--- src/rtl/keypad_scanner_if.sv ---
// rtl/keypad_scanner_if.sv - keypad matrix and key-code signal bundle
// master is the scanner side; slave is the keypad/lock side.
interface keypad_scanner_if;
  logic [3:0] row_n;
  logic [3:0] col_n;
  logic [3:0] key_code;
  logic       key_valid;

  modport master (input row_n, output col_n, key_code, key_valid);
  modport slave  (output row_n, input col_n, key_code, key_valid);
endinterface

--- src/rtl/keypad_scanner.sv ---
// rtl/keypad_scanner.sv - 4x4 keypad column strobe, single-key debounce and decode
// One column is driven low per slot; rows are judged only on the slot-end tick.
module keypad_scanner #(
  parameter int SCAN_DIV         = 50000,
  parameter int DEBOUNCE_SAMPLES = 10
) (
  input logic              MAX10_CLK1_50,
  input logic              reset,
  keypad_scanner_if.master kp
);

  localparam int CW = $clog2(SCAN_DIV);
  localparam int NW = $clog2(DEBOUNCE_SAMPLES + 1);
  localparam logic [CW-1:0] SLOT_LAST = CW'(SCAN_DIV - 1);
  localparam logic [NW-1:0] N_LAST    = NW'(DEBOUNCE_SAMPLES);

  localparam logic [1:0] SCAN     = 2'd0;
  localparam logic [1:0] DEBOUNCE = 2'd1;
  localparam logic [1:0] HELD     = 2'd2;

  logic [3:0]    row_meta, row_sync;
  logic [CW-1:0] slot_cnt;
  logic [1:0]    state;
  logic [3:0]    col_n_r;
  logic [1:0]    key_row;
  logic [NW-1:0] match_cnt, rel_cnt;
  logic [3:0]    key_code_r;
  logic          key_valid_r;

  logic       tick;
  logic [3:0] row_low;
  logic       one_low;
  logic [1:0] low_idx;
  logic [1:0] col_idx;
  logic [3:0] col_adv;

  function automatic logic [3:0] key_map(input logic [1:0] r, input logic [1:0] c);
    case ({r, c})
      4'h0: key_map = 4'h1;  4'h1: key_map = 4'h2;  4'h2: key_map = 4'h3;  4'h3: key_map = 4'hA;
      4'h4: key_map = 4'h4;  4'h5: key_map = 4'h5;  4'h6: key_map = 4'h6;  4'h7: key_map = 4'hB;
      4'h8: key_map = 4'h7;  4'h9: key_map = 4'h8;  4'hA: key_map = 4'h9;  4'hB: key_map = 4'hC;
      4'hC: key_map = 4'hF;  4'hD: key_map = 4'h0;  4'hE: key_map = 4'hE;  default: key_map = 4'hD;
    endcase
  endfunction

  assign tick    = (slot_cnt == SLOT_LAST);
  assign row_low = ~row_sync;
  assign one_low = (row_low != 4'd0) && ((row_low & (row_low - 4'd1)) == 4'd0);
  assign col_adv = {col_n_r[2:0], col_n_r[3]};

  always_comb begin
    low_idx = 2'd0;
    case (row_low)
      4'b0010: low_idx = 2'd1;
      4'b0100: low_idx = 2'd2;
      4'b1000: low_idx = 2'd3;
      default: low_idx = 2'd0;
    endcase
  end

  always_comb begin
    col_idx = 2'd0;
    case (col_n_r)
      4'b1101: col_idx = 2'd1;
      4'b1011: col_idx = 2'd2;
      4'b0111: col_idx = 2'd3;
      default: col_idx = 2'd0;
    endcase
  end

  always_ff @(posedge MAX10_CLK1_50) begin
    if (reset) begin
      row_meta    <= 4'hF;
      row_sync    <= 4'hF;
      slot_cnt    <= '0;
      state       <= SCAN;
      col_n_r     <= 4'b1110;
      key_row     <= 2'd0;
      match_cnt   <= '0;
      rel_cnt     <= '0;
      key_code_r  <= 4'h0;
      key_valid_r <= 1'b0;
    end else begin
      row_meta <= kp.row_n;
      row_sync <= row_meta;
      slot_cnt <= tick ? '0 : slot_cnt + CW'(1);
      case (state)
        SCAN: if (tick) begin
          if (one_low) begin
            key_row    <= low_idx;
            key_code_r <= key_map(low_idx, col_idx);
            match_cnt  <= NW'(1);
            state      <= DEBOUNCE;
          end else begin
            col_n_r <= col_adv;
          end
        end
        DEBOUNCE: if (tick) begin
          if (one_low && (low_idx == key_row)) begin
            if (match_cnt + NW'(1) == N_LAST) begin
              state       <= HELD;
              key_valid_r <= 1'b1;
              match_cnt   <= '0;
              rel_cnt     <= '0;
            end else begin
              match_cnt <= match_cnt + NW'(1);
            end
          end else begin
            // column is still frozen on the aborted key, so rotating moves to c+1
            state     <= SCAN;
            match_cnt <= '0;
            col_n_r   <= col_adv;
          end
        end
        HELD: if (tick) begin
          if (row_sync[key_row]) begin
            if (rel_cnt + NW'(1) == N_LAST) begin
              state       <= SCAN;
              key_valid_r <= 1'b0;
              rel_cnt     <= '0;
              col_n_r     <= col_adv;
            end else begin
              rel_cnt <= rel_cnt + NW'(1);
            end
          end else begin
            rel_cnt <= '0;
          end
        end
        default: begin
          state       <= SCAN;
          key_valid_r <= 1'b0;
        end
      endcase
    end
  end

  assign kp.col_n     = col_n_r;
  assign kp.key_code  = key_code_r;
  assign kp.key_valid = key_valid_r;

endmodule

--- src/flat_wrapper.sv ---
// flat-port wrapper written by rule: the top's interface ports become plain ports
module keypad_scanner_flat 
#(
  parameter int SCAN_DIV         = 50000,
  parameter int DEBOUNCE_SAMPLES = 10
)
  (MAX10_CLK1_50, reset, kp_row_n, kp_col_n, kp_key_code, kp_key_valid);
  keypad_scanner_if kp_i ();
  input logic MAX10_CLK1_50;
  input logic reset;
  input wire logic [$bits(kp_i.row_n)-1:0] kp_row_n;
  output wire logic [$bits(kp_i.col_n)-1:0] kp_col_n;
  output wire logic [$bits(kp_i.key_code)-1:0] kp_key_code;
  output wire logic [$bits(kp_i.key_valid)-1:0] kp_key_valid;
  assign kp_i.row_n = kp_row_n;
  assign kp_col_n = kp_i.col_n;
  assign kp_key_code = kp_i.key_code;
  assign kp_key_valid = kp_i.key_valid;
  keypad_scanner #(.SCAN_DIV(SCAN_DIV), .DEBOUNCE_SAMPLES(DEBOUNCE_SAMPLES)) u_core (.MAX10_CLK1_50(MAX10_CLK1_50), .reset(reset), .kp(kp_i));
endmodule
--- config.mk ---
export PLATFORM = sky130hd
export DESIGN_NAME = keypad_scanner_flat
export DESIGN_NICKNAME = d
export VERILOG_FILES = /design/src/rtl/keypad_scanner_if.sv /design/src/rtl/keypad_scanner.sv /design/src/flat_wrapper.sv
export SDC_FILE = /design/constraint.sdc
export NUM_CORES = 1
export LEC_CHECK = 0
export ABC_AREA = 1
export BUFFER_PORTS_ARGS = -buffer_cell sky130_fd_sc_hd__buf_2
export CAP_MARGIN = 20
export CORE_MARGIN = 2
export CORE_UTILIZATION = 45
export DETAILED_ROUTE_END_ITERATION = 10
export PLACE_DENSITY = 0.66
export SETUP_SLACK_MARGIN = 0.1
export SLEW_MARGIN = 10
export SYNTH_ARGS = -nofsm -noshare
export SYNTH_HDL_FRONTEND = slang
export SYNTH_SLANG_ARGS = --single-unit
--- constraint.sdc ---
create_clock -name MAX10_CLK1_50 -period 4.1 [get_ports MAX10_CLK1_50]
set_input_delay 0.615 -clock MAX10_CLK1_50 [delete_from_list [all_inputs] [get_ports MAX10_CLK1_50]]
set_output_delay 0.615 -clock MAX10_CLK1_50 [all_outputs]
set_load 0.03 [all_outputs]
==> flow_metrics.py, run 1 <==
metrics = {
    "place": {
        "post-place-cells": 454,
        "dp_hpwl_um": 3580,
        "placedInstanceArea_um2": 2770,
        "placer_s_final_routability_congestion_estimate": 0.756,
        "placement.io_buffers": 14,
    },
    "floorplan": {
        "floorplan.io_pins": 15,
        "placeableCoreArea_um2": 5570,
        "die_area_um2": 6480,
        "dieHeight_um": 80.5,
        "die_w_um": 80.5,
        "std_cell_rows": 27,
        "floorplan.initialDensity_pct": 47.3,
    },
    "route": {
        "drtIter0Drc": 71,
        "vias": 2251,
        "route.detailed.vias_per_inst": 4.88,
        "post-route-drc-count": 0,
        "postRouteWirelength_um": 4800,
        "antenna_left": 0,
        "drt-met1-wl_um": 2390,
        "wl_met3_um": 149,
        "routed-wl-met2_um": 2220,
        "routed.top_layer": "met4",
        "drt_pre_antenna_iters": 4,
        "detail_route.wl_per_cell_um": 10.4,
    },
    "worst_setup_path": {
        "critical_path.max_fanout": 19,
        "ff2ff_path_depth": 8,
        "crit_path_max_incr_delay_ps": 630,
        "crit_type": "in -> reg",
        "worst_r2r_endpoint": "u_core.kp.key_code[3]$_SDFFE_PP0P_",
        "r2r_slack_ps": 2310,
        "worstSetupStartpointType": "input port",
        "worstSetupEndpointType": "flip-flop",
        "worstPathCellList": "buf_2, clkinv_1, nand2_1, a21oi_1, o21a_1",
        "worst-endpoint-required_ps": 4290,
        "timing.rr.start": "u_core.kp.col_n[3]$_SDFFE_PP1P_",
        "critPathSlowestCell": "nand2_1",
        "worst_ep_arrival_time_ps": 2110,
    },
    "synthesis": {
        "synth_top_cells_by_count": "nand2_1, nor2_1, dfxtp_1",
        "ys_seq_elements": 45,
        "avg_cell_area_syn_um2": 7.08,
        "syn_area_um2": 2640,
        "synthesis.yosys.warnings": 0,
        "synth_flop_cell": "dfxtp_1",
        "top_area_cell_type_share_of_the_netlist_area_pct": 34.2,
        "synth_cell_type_count": 36,
        "synth_area_leaders": "dfxtp_1, nand2_1, nor2_1, ha_1, inv_1",
        "yosysMostFrequentCell": "nand2_1",
        "synth_area_leader_cell": "dfxtp_1",
        "post_synth_inst_count": 372,
        "synth_edf_count": 0,
        "synth.net_count": 392,
        "ys_seq_area_share_pct": 34.2,
        "synthArstFlopShare_pct": 0,
    },
    "sta": {
        "maxClockFrequency_mhz": 520,
        "drv_slew": 0,
        "clock-skew-final_ps": 12.5,
        "timing.final.crit_share_pct": 46.9,
        "timing.slew.headroom_pct": 62.4,
        "period_needed_ps": 1920,
        "hold_violations": 0,
        "unrepaired_setup_endpoints_after_global_routing": "no",
        "setup-tns-final_ps": 0,
        "worstMarginPinSlew_ps": 563,
        "final_setup_vio_count": 0,
    },
    "min_path": {
        "hp-start": "u_core.row_meta[2]$_SDFF_PP1_",
        "timing.hold.worst_endpoint": "u_core.row_sync[2]$_SDFF_PP1_",
        "hold-path-cell-count": 1,
        "hp-class": "reg -> reg",
    },
    "cells_and_area": {
        "finish.cell_count_without_fillers": 461,
        "finish.instance_area_um2": 2880,
        "area.growth.synth_to_final_pct": 9.21,
        "drive_above_1_share_pct": 17.5,
        "diodes": 0,
        "nNetsFinal": 409,
    },
    "pwr": {
        "static-leakage-power_nw": 1.31,
        "vdd_ir_drop_max_mv": 0.214,
        "power_density_nw_per_um2": 285,
    },
    "global_routing": {
        "antenna_found_initial": 0,
        "grt_max_degree": 20,
        "grt_usage_pct": 16.5,
        "grt_pass1_wl_um": 8560,
        "overflow": 0,
        "first_global_vias": 2082,
    },
    "cts": {
        "clk_pin_slew_ps": 80,
        "clockBufferDepth": 2,
        "tritoncts": "done",
        "cts_num_sinks": 45,
        "post_cts.resized_instances": 0,
        "post_cts_repair_setup_buffers": 0,
        "root_driver": "clkbuf_8",
        "cts-hold-fix-buffers": 0,
        "clock_tree.htree_level_count": 2,
        "worst_skew_pair.late_latency_ps": 300,
        "numCtsBuffers": 5,
    },
    "status": {
        "outcome": "finished clean",
    },
    "run": {
        "timing.max_cap.violations": 0,
    },
}
cell families after synthesis:
group                      after synthesis  share of synthesized area (%)
adders and majority gates               14                           6.65
DFF                                     45                           34.2
xor gates and xnor gates                 5                           1.66
and+or+nand+nor                        213                           40.7
buffers and inverters                   55                           8.07
AOI/OAI and AO/OA                       40                           8.69
state kept, by name, indices dropped and copies added (netlist names):
signal and cells:
u_core.rel_cnt 4, u_core.slot_cnt 16, u_core.match_cnt 4, u_core.kp.col_n 4, u_core.kp.key_code 4, u_core.state 2
u_core.row_meta 4, u_core.row_sync 4, u_core.kp.key_valid 1, u_core.key_row 2
through the flow:
step	power [mW]	hold WS, ps	worst slack [ps]	utilization [%]
3_5_place_dp	0.510	396	1880	49.8
3_3_place_gp	0.508	393	1920	49.8
5_1_grt	0.857	425	2000	51.6
2_1_floorplan	0.499	389	2280	-
4_1_cts	0.835	415	2200	51.6
6_report	0.821	413	2180	51.6
cell usage in the layout, fill, tap and decap left out, drive strengths merged:
master   synthesis  layout
a21oi           19      19
nand4            6       6
ha              14      14
xnor2            3       3
dfxtp           45      45
clkinv           3       4
nor3             5       5
bufinv           0       1
xor2             2       2
nor3b            2       2
clkbuf           2       5
o211ai           3       3
buf              2      14
o21ai           15      15
or2             11      11
inv             48      48
nand3b           2       2
nand2          100     100
a32oi            1       1
o21a             1       1
nor2            59      59
nand3           28      28
o2111ai          1       1
cell type report:
class                           instances  area, µm²
Clock buffer                            5       68.8
Clock inverter                          2       35.0
Fill cell                             555       2700
Inverter                               51        191
Multi-Input combinational cell        272       1520
Sequential cell                        45        901
Tap cell                               72       90.1
Timing Repair Buffer                   14       70.1
routing by layer:
metal	up-vias	track usage, %
met5	-	0
met2	23	28.5
li1	1206	-
met1	1017	20.4
met4	0	5.08
met3	5	3.71
worst max-delay path by stage:
| stage | endpoint | slack, ps | cells after the start | start |
|---|---|---|---|---|
| 6_report | u_core.slot_cnt[8]$_SDFF_PP0_ | 2180 | 5 | reset |
| 5_1_grt | u_core.slot_cnt[8]$_SDFF_PP0_ | 2000 | 5 | reset |
| 4_1_cts | u_core.slot_cnt[8]$_SDFF_PP0_ | 2200 | 5 | reset |
| 3_5_place_dp | u_core.slot_cnt[8]$_SDFF_PP0_ | 1880 | 5 | reset |
| 3_3_place_gp | u_core.slot_cnt[8]$_SDFF_PP0_ | 1920 | 5 | reset |
| 2_1_floorplan | u_core.kp.key_code[3]$_SDFFE_PP0P_ | 2280 | 8 | u_core.kp.col_n[1]$_SDFFE_PP1P_ |
where the power goes:
part,internal [mW],switching (mW)
Clock,0.177,0.145
Combinational,0.0185,0.0332
Sequential,0.443,0.00455
worst max-delay path: cells and delay by family:
| family | cells | cell delay (ps) |
|---|---|---|
| compound gates | 2 | 220 |
| simple gates | 1 | 630 |
| buf+inv | 2 | 650 |
Note: power is estimated with default switching activity, not from simulation.
==> inputs of run 2 (changes only) <==
==> constraint.sdc (replaced) <==
create_clock -name MAX10_CLK1_50 -period 1.85 [get_ports MAX10_CLK1_50]
set_input_delay 0.2775 -clock MAX10_CLK1_50 [delete_from_list [all_inputs] [get_ports MAX10_CLK1_50]]
set_output_delay 0.2775 -clock MAX10_CLK1_50 [all_outputs]
set_load 0.03 [all_outputs]
==> flow_metrics.py, run 2 (same netlist as run 1, synthesis figures left out) <==
metrics = {
    "sta": {
        "timing.final.crit_share_pct": 86.5,
        "worstMarginPinSlew_ps": 260,
        "drv_slew": 0,
        "clock-skew-final_ps": 9.96,
        "maxClockFrequency_mhz": 625,
        "hold_violations": 0,
        "setup-tns-final_ps": 0,
        "unrepaired_setup_endpoints_after_global_routing": "yes",
        "final_setup_vio_count": 0,
        "period_needed_ps": 1600,
        "timing.slew.headroom_pct": 82.7,
    },
    "cts": {
        "clock_tree.htree_level_count": 2,
        "numCtsBuffers": 5,
        "cts_num_sinks": 45,
        "clk_pin_slew_ps": 90,
        "worst_skew_pair.late_latency_ps": 300,
        "root_driver": "clkbuf_8",
        "clockBufferDepth": 2,
        "tritoncts": "done",
    },
    "global_routing": {
        "antenna_found_initial": 0,
        "overflow": 0,
        "grt_usage_pct": 17.3,
        "grt_max_degree": 19,
        "grt_pass1_wl_um": 8980,
        "first_global_vias": 2104,
    },
    "worst_setup_path": {
        "ff2ff_path_depth": 9,
        "critPathSlowestCell": "dfxtp_1",
        "critical_path.max_fanout": 6,
        "worstSetupStartpointType": "flip-flop",
        "crit_path_max_incr_delay_ps": 380,
        "worstPathCellList": "ha_1, xnor2_1, nand2_1, nor2_2, nor2_1, nand2_2, nand3_2, nor2_1, nor2_1",
        "worstSetupEndpointType": "flip-flop",
        "crit_type": "reg -> reg",
        "critical_path.most_common_cell": "nor2_1",
        "worst_ep_arrival_time_ps": 1810,
        "worst-endpoint-required_ps": 2050,
    },
    "floorplan": {
        "floorplan.initialDensity_pct": 47.3,
        "die_w_um": 80.5,
        "std_cell_rows": 27,
        "die_area_um2": 6480,
        "floorplan.io_pins": 15,
        "placeableCoreArea_um2": 5570,
        "dieHeight_um": 80.5,
    },
    "cells_and_area": {
        "layout.cells.most_common_list": "nand2_1, nor2_1, inv_1, dfxtp_1, nand3_1",
        "layout.cells.most_common": "nand2_1",
        "final_core_util_pct": 53.8,
        "finish.instance_area_um2": 3000,
        "largest_register_ffs": 16,
        "nNetsFinal": 414,
        "drive_above_1_share_pct": 24.1,
        "largest_register": "u_core.slot_cnt",
        "diodes": 0,
        "area.growth.synth_to_final_pct": 13.8,
    },
    "min_path": {
        "hold-path-cell-count": 2,
        "hp-class": "in -> reg",
    },
    "route": {
        "route.detailed.vias_per_inst": 4.99,
        "post-route-drc-count": 0,
        "postRouteWirelength_um": 5040,
        "drt_pre_antenna_iters": 4,
        "drtIter0Drc": 119,
        "antenna_left": 0,
        "vias": 2329,
        "detail_route.wl_per_cell_um": 10.8,
    },
    "status": {
        "outcome": "finished clean",
    },
    "pwr": {
        "power.sequential.fraction_pct": 52.1,
        "swShare_pct": 23.1,
        "power.internal_mw": 1.47,
        "static-leakage-power_nw": 1.34,
        "power_density_nw_per_um2": 637,
        "power_frac_clock_pct": 41.4,
        "power_switching_mw": 0.441,
        "vdd_ir_drop_max_mv": 0.410,
        "combPwrFrac_pct": 6.5,
    },
    "place": {
        "dp_hpwl_um": 3710,
        "placement.io_buffers": 14,
        "placedInstanceArea_um2": 2810,
        "placer_s_final_routability_congestion_estimate": 0.794,
    },
    "run": {
        "timing.max_cap.violations": 0,
    },
}
[run 2: cell count changes in the layout (fill, tap and decap cells not counted), sizes merged]
| cell | before | now |
|---|---|---|
| buf | 14 | 19 |
| clkbuf | 5 | 6 |
| clkinv | 4 | 3 |
| clkinvlp | 0 | 1 |
[run 2: stage by stage]
| step | power [mW] | setup WS, ps | instances | hold slack (ps) |
|---|---|---|---|---|
| floorplan | 1.11 | 166 | 372 | 381 |
| global placement | 1.13 | 144 | 458 | 390 |
| detailed placement | 1.13 | 123 | 458 | 396 |
| CTS | 1.92 | 108 | 466 | 147 |
| global route | 1.99 | 93.6 | 467 | 144 |
| finish | 1.91 | 249 | 467 | 151 |
[run 2: path summary, 6_finish.rpt]
path                                    startpoint                       endpoint  slack [ps]
setup reg to reg  u_core.match_cnt[0]$_SDFFE_PP0P_   u_core.state[0]$_SDFFE_PP0P_         250
hold / removal                         kp_row_n[0]  u_core.row_meta[0]$_SDFF_PP1_         150
setup / recovery  u_core.match_cnt[0]$_SDFFE_PP0P_   u_core.state[0]$_SDFFE_PP0P_         250
hold reg to reg      u_core.row_meta[2]$_SDFF_PP1_  u_core.row_sync[2]$_SDFF_PP1_         420
[run 2: power groups by stage]
stage	clock (mW)	sequential (mW)	combinational, mW
2_1_floorplan	0	1.01	0.0949
3_3_place_gp	0	1.01	0.118
3_5_place_dp	0	1.01	0.120
4_1_cts	0.811	0.991	0.120
5_1_grt	0.858	0.996	0.140
6_report	0.791	0.994	0.124
[run 2: routing by layer]
metal  GRT usage [%]  vias up  part of all wire (%)
met5               0        -                     0
met2            28.2       45                    47
li1                -     1212                     -
met1            22.3     1064                    49
met3            4.16        8                   3.3
met4            5.93        0                   1.2
[run 2: repair_timing]
item                       4_1_cts  5_1_grt
setup buffers                    0        1
hold endpoints to repair         0        0
pin swaps                        1        3
gates resized for setup          0       20
hold buffers                     0        0
setup endpoints to repair        1       20
[run 2: critical path, delay by kind of cell, from the launching register on]
family / cells / cell delay (ps)
and+or+nand+nor: 7 / 690
DFF: 1 / 380
adders and majority gates: 1 / 230
xor gates and xnor gates: 1 / 220
[run 2: layout make-up]
type,instances,area [µm²]
clock buffer,6,82.6
clock inverter,2,37.5
fill,552,2570
inverter,51,191
multi-input combinational,272,1580
sequential,45,915
tap,72,90.1
timing repair buffer,19,108
==> inputs of run 3 (changes only) <==
--- a/config.mk
+++ b/config.mk
@@ -11,6 +11,7 @@
 export CORE_MARGIN = 2
 export CORE_UTILIZATION = 45
 export DETAILED_ROUTE_END_ITERATION = 10
+export GPL_TIMING_DRIVEN = 0
 export PLACE_DENSITY = 0.66
 export SETUP_SLACK_MARGIN = 0.1
 export SLEW_MARGIN = 10
==> flow_metrics.py, run 3 (same netlist as run 1, synthesis figures left out) <==
metrics = {
    "status": {
        "outcome": "finished clean",
    },
    "cts": {
        "numCtsBuffers": 5,
        "worst_skew_pair.late_latency_ps": 300,
        "clk_pin_slew_ps": 90,
        "clock_tree.htree_level_count": 2,
        "tritoncts": "done",
        "cts-hold-fix-buffers": 0,
        "clockBufferDepth": 2,
        "cts_num_sinks": 45,
        "root_driver": "clkbuf_8",
    },
    "floorplan": {
        "floorplan.initialDensity_pct": 47.3,
        "std_cell_rows": 27,
        "placeableCoreArea_um2": 5570,
        "die_area_um2": 6480,
        "dieHeight_um": 80.5,
        "floorplan.io_pins": 15,
        "die_w_um": 80.5,
    },
    "cells_and_area": {
        "area.growth.synth_to_final_pct": 14.8,
        "diodes": 0,
        "final.fill_count": 545,
        "layout.cells.most_common": "nand2_1",
        "nNetsFinal": 416,
        "largest_register_ffs": 16,
        "largest_register": "u_core.slot_cnt",
        "layout.cells.most_common_list": "nand2_1, nor2_1, inv_1, dfxtp_1, nand3_1",
        "drive_above_1_share_pct": 24.4,
    },
    "sta": {
        "drv_slew": 0,
        "clock-skew-final_ps": 8.41,
        "timing.slew.headroom_pct": 75.7,
        "worstMarginPinSlew_ps": 364,
        "hold_slack_ps": 151,
        "period_needed_ps": 1610,
        "timing.final.crit_share_pct": 86.9,
        "unrepaired_setup_endpoints_after_global_routing": "yes",
        "hold_violations": 0,
        "maxClockFrequency_mhz": 622,
        "setup-tns-final_ps": 0,
        "final_setup_vio_count": 0,
    },
    "route": {
        "detail_route.wl_per_cell_um": 10.7,
        "drtIter0Drc": 112,
        "drt_pre_antenna_iters": 4,
        "route.detailed.vias_per_inst": 4.80,
        "post-route-drc-count": 0,
        "antenna_left": 0,
        "vias": 2250,
        "postRouteWirelength_um": 5030,
    },
    "worst_setup_path": {
        "worstSetupStartpointType": "flip-flop",
        "worst_ep_arrival_time_ps": 1800,
        "crit_type": "reg -> reg",
        "worstSetupEndpointType": "flip-flop",
        "worst-endpoint-required_ps": 2050,
        "r2r_slack_ps": 240,
        "worst_r2r_endpoint": "u_core.match_cnt[1]$_SDFFE_PP0P_",
        "ff2ff_path_depth": 10,
        "timing.rr.start": "u_core.slot_cnt[1]$_SDFF_PP0_",
        "critical_path.max_fanout": 5,
    },
    "pwr": {
        "vdd_ir_drop_max_mv": 0.438,
        "static-leakage-power_nw": 1.35,
        "power_density_nw_per_um2": 666,
    },
    "global_routing": {
        "grt_pass1_wl_um": 8950,
        "antenna_found_initial": 0,
        "grt_max_degree": 16,
        "first_global_vias": 2069,
        "grt_usage_pct": 17.3,
        "overflow": 0,
    },
    "run": {
        "timing.max_cap.violations": 0,
    },
    "place": {
        "dp_hpwl_um": 3600,
        "placement.io_buffers": 14,
        "placer_s_final_routability_congestion_estimate": 0.791,
    },
    "min_path": {
        "hold-path-cell-count": 2,
        "hp-start": "kp_row_n[0]",
        "timing.hold.worst_endpoint": "u_core.row_meta[0]$_SDFF_PP1_",
        "hp-class": "in -> reg",
    },
}
## run 3: cell count changes in the layout (fill, tap and decap cells not counted), sizes merged
cell	change
bufinv	+1
clkinvlp	-1
clkbuf	+2
inv	+1
buf	-1
## run 3: layout make-up
type                       count  area, µm²  share of cell area, %
sequential                    45        913                   30.2
clock inverter                 3       68.8                   2.28
multi-input combinational    272       1580                   52.1
clock buffer                   5       68.8                   2.28
inverter                      51        191                   6.33
tap                           72       90.1                   2.98
buffer                         4       23.8                  0.786
timing repair buffer          17       92.6                   3.06
## run 3: worst max-delay path, cell delays in order (launching register included)
cell	delay, ps
dfxtp_1	350
ha_2	210
nand3_2	110
nor2_2	130
nand3_2	160
nor2_1	140
nand2_1	120
nand2_4	110
o21ai_1	70
inv_1	50
nor2_1	40
## run 3: worst max-delay path by stage
stage | slack, ps | to | from | cells after the start
floorplan | 170 | u_core.kp.key_code[3]$_SDFFE_PP0P_ | u_core.kp.col_n[1]$_SDFFE_PP1P_ | 8
CTS | 100 | u_core.slot_cnt[15]$_SDFF_PP0_ | u_core.slot_cnt[0]$_SDFF_PP0_ | 7
finish | 240 | u_core.match_cnt[1]$_SDFFE_PP0P_ | u_core.slot_cnt[1]$_SDFF_PP0_ | 10
detailed placement | 110 | u_core.kp.key_code[3]$_SDFFE_PP0P_ | u_core.kp.col_n[2]$_SDFFE_PP1P_ | 9
global placement | 110 | u_core.kp.key_code[3]$_SDFFE_PP0P_ | u_core.kp.col_n[2]$_SDFFE_PP1P_ | 9
global route | 80 | u_core.kp.col_n[3]$_SDFFE_PP1P_ | u_core.rel_cnt[0]$_SDFFE_PP0P_ | 12
## run 3: timing repair
action / 4_1_cts / 5_1_grt
setup endpoints to repair: 1 / 32
cloned: 0 / 0
buffers inserted: 0 / 3
resized for setup: 1 / 22
pin swaps: 0 / 6
## run 3: per-layer routing
metal  vias to the layer above  GRT usage [%]  wire length (µm)  share of wire [%]
li1                       1221              -                 -                  -
met1                       996           22.8              2510                 50
met2                        26           28.7              2340                 47
met3                         7           3.03               125                2.5
met4                         0           5.08                50               0.99
met5                         -              0                 0                  0
## run 3: per-stage QoR
step / instances / utilization (%) / setup WS (ps) / instance area, µm² / power [mW]
after floorplan: 372 / - / 166 / 2640 / 1.11
after global placement: 458 / 50.2 / 112 / 2800 / 1.13
after detailed placement: 458 / 50.2 / 109 / 2800 / 1.13
after CTS: 466 / 52.7 / 105 / 2940 / 2.04
after global routing: 469 / 54.3 / 81.9 / 3020 / 2.09
final: 469 / 54.3 / 242 / 3020 / 2.01
## run 3: where the power goes
group	switching [mW]	internal, mW
logic	0.0769	0.0444
registers	0.00998	0.981
clock network	0.358	0.544
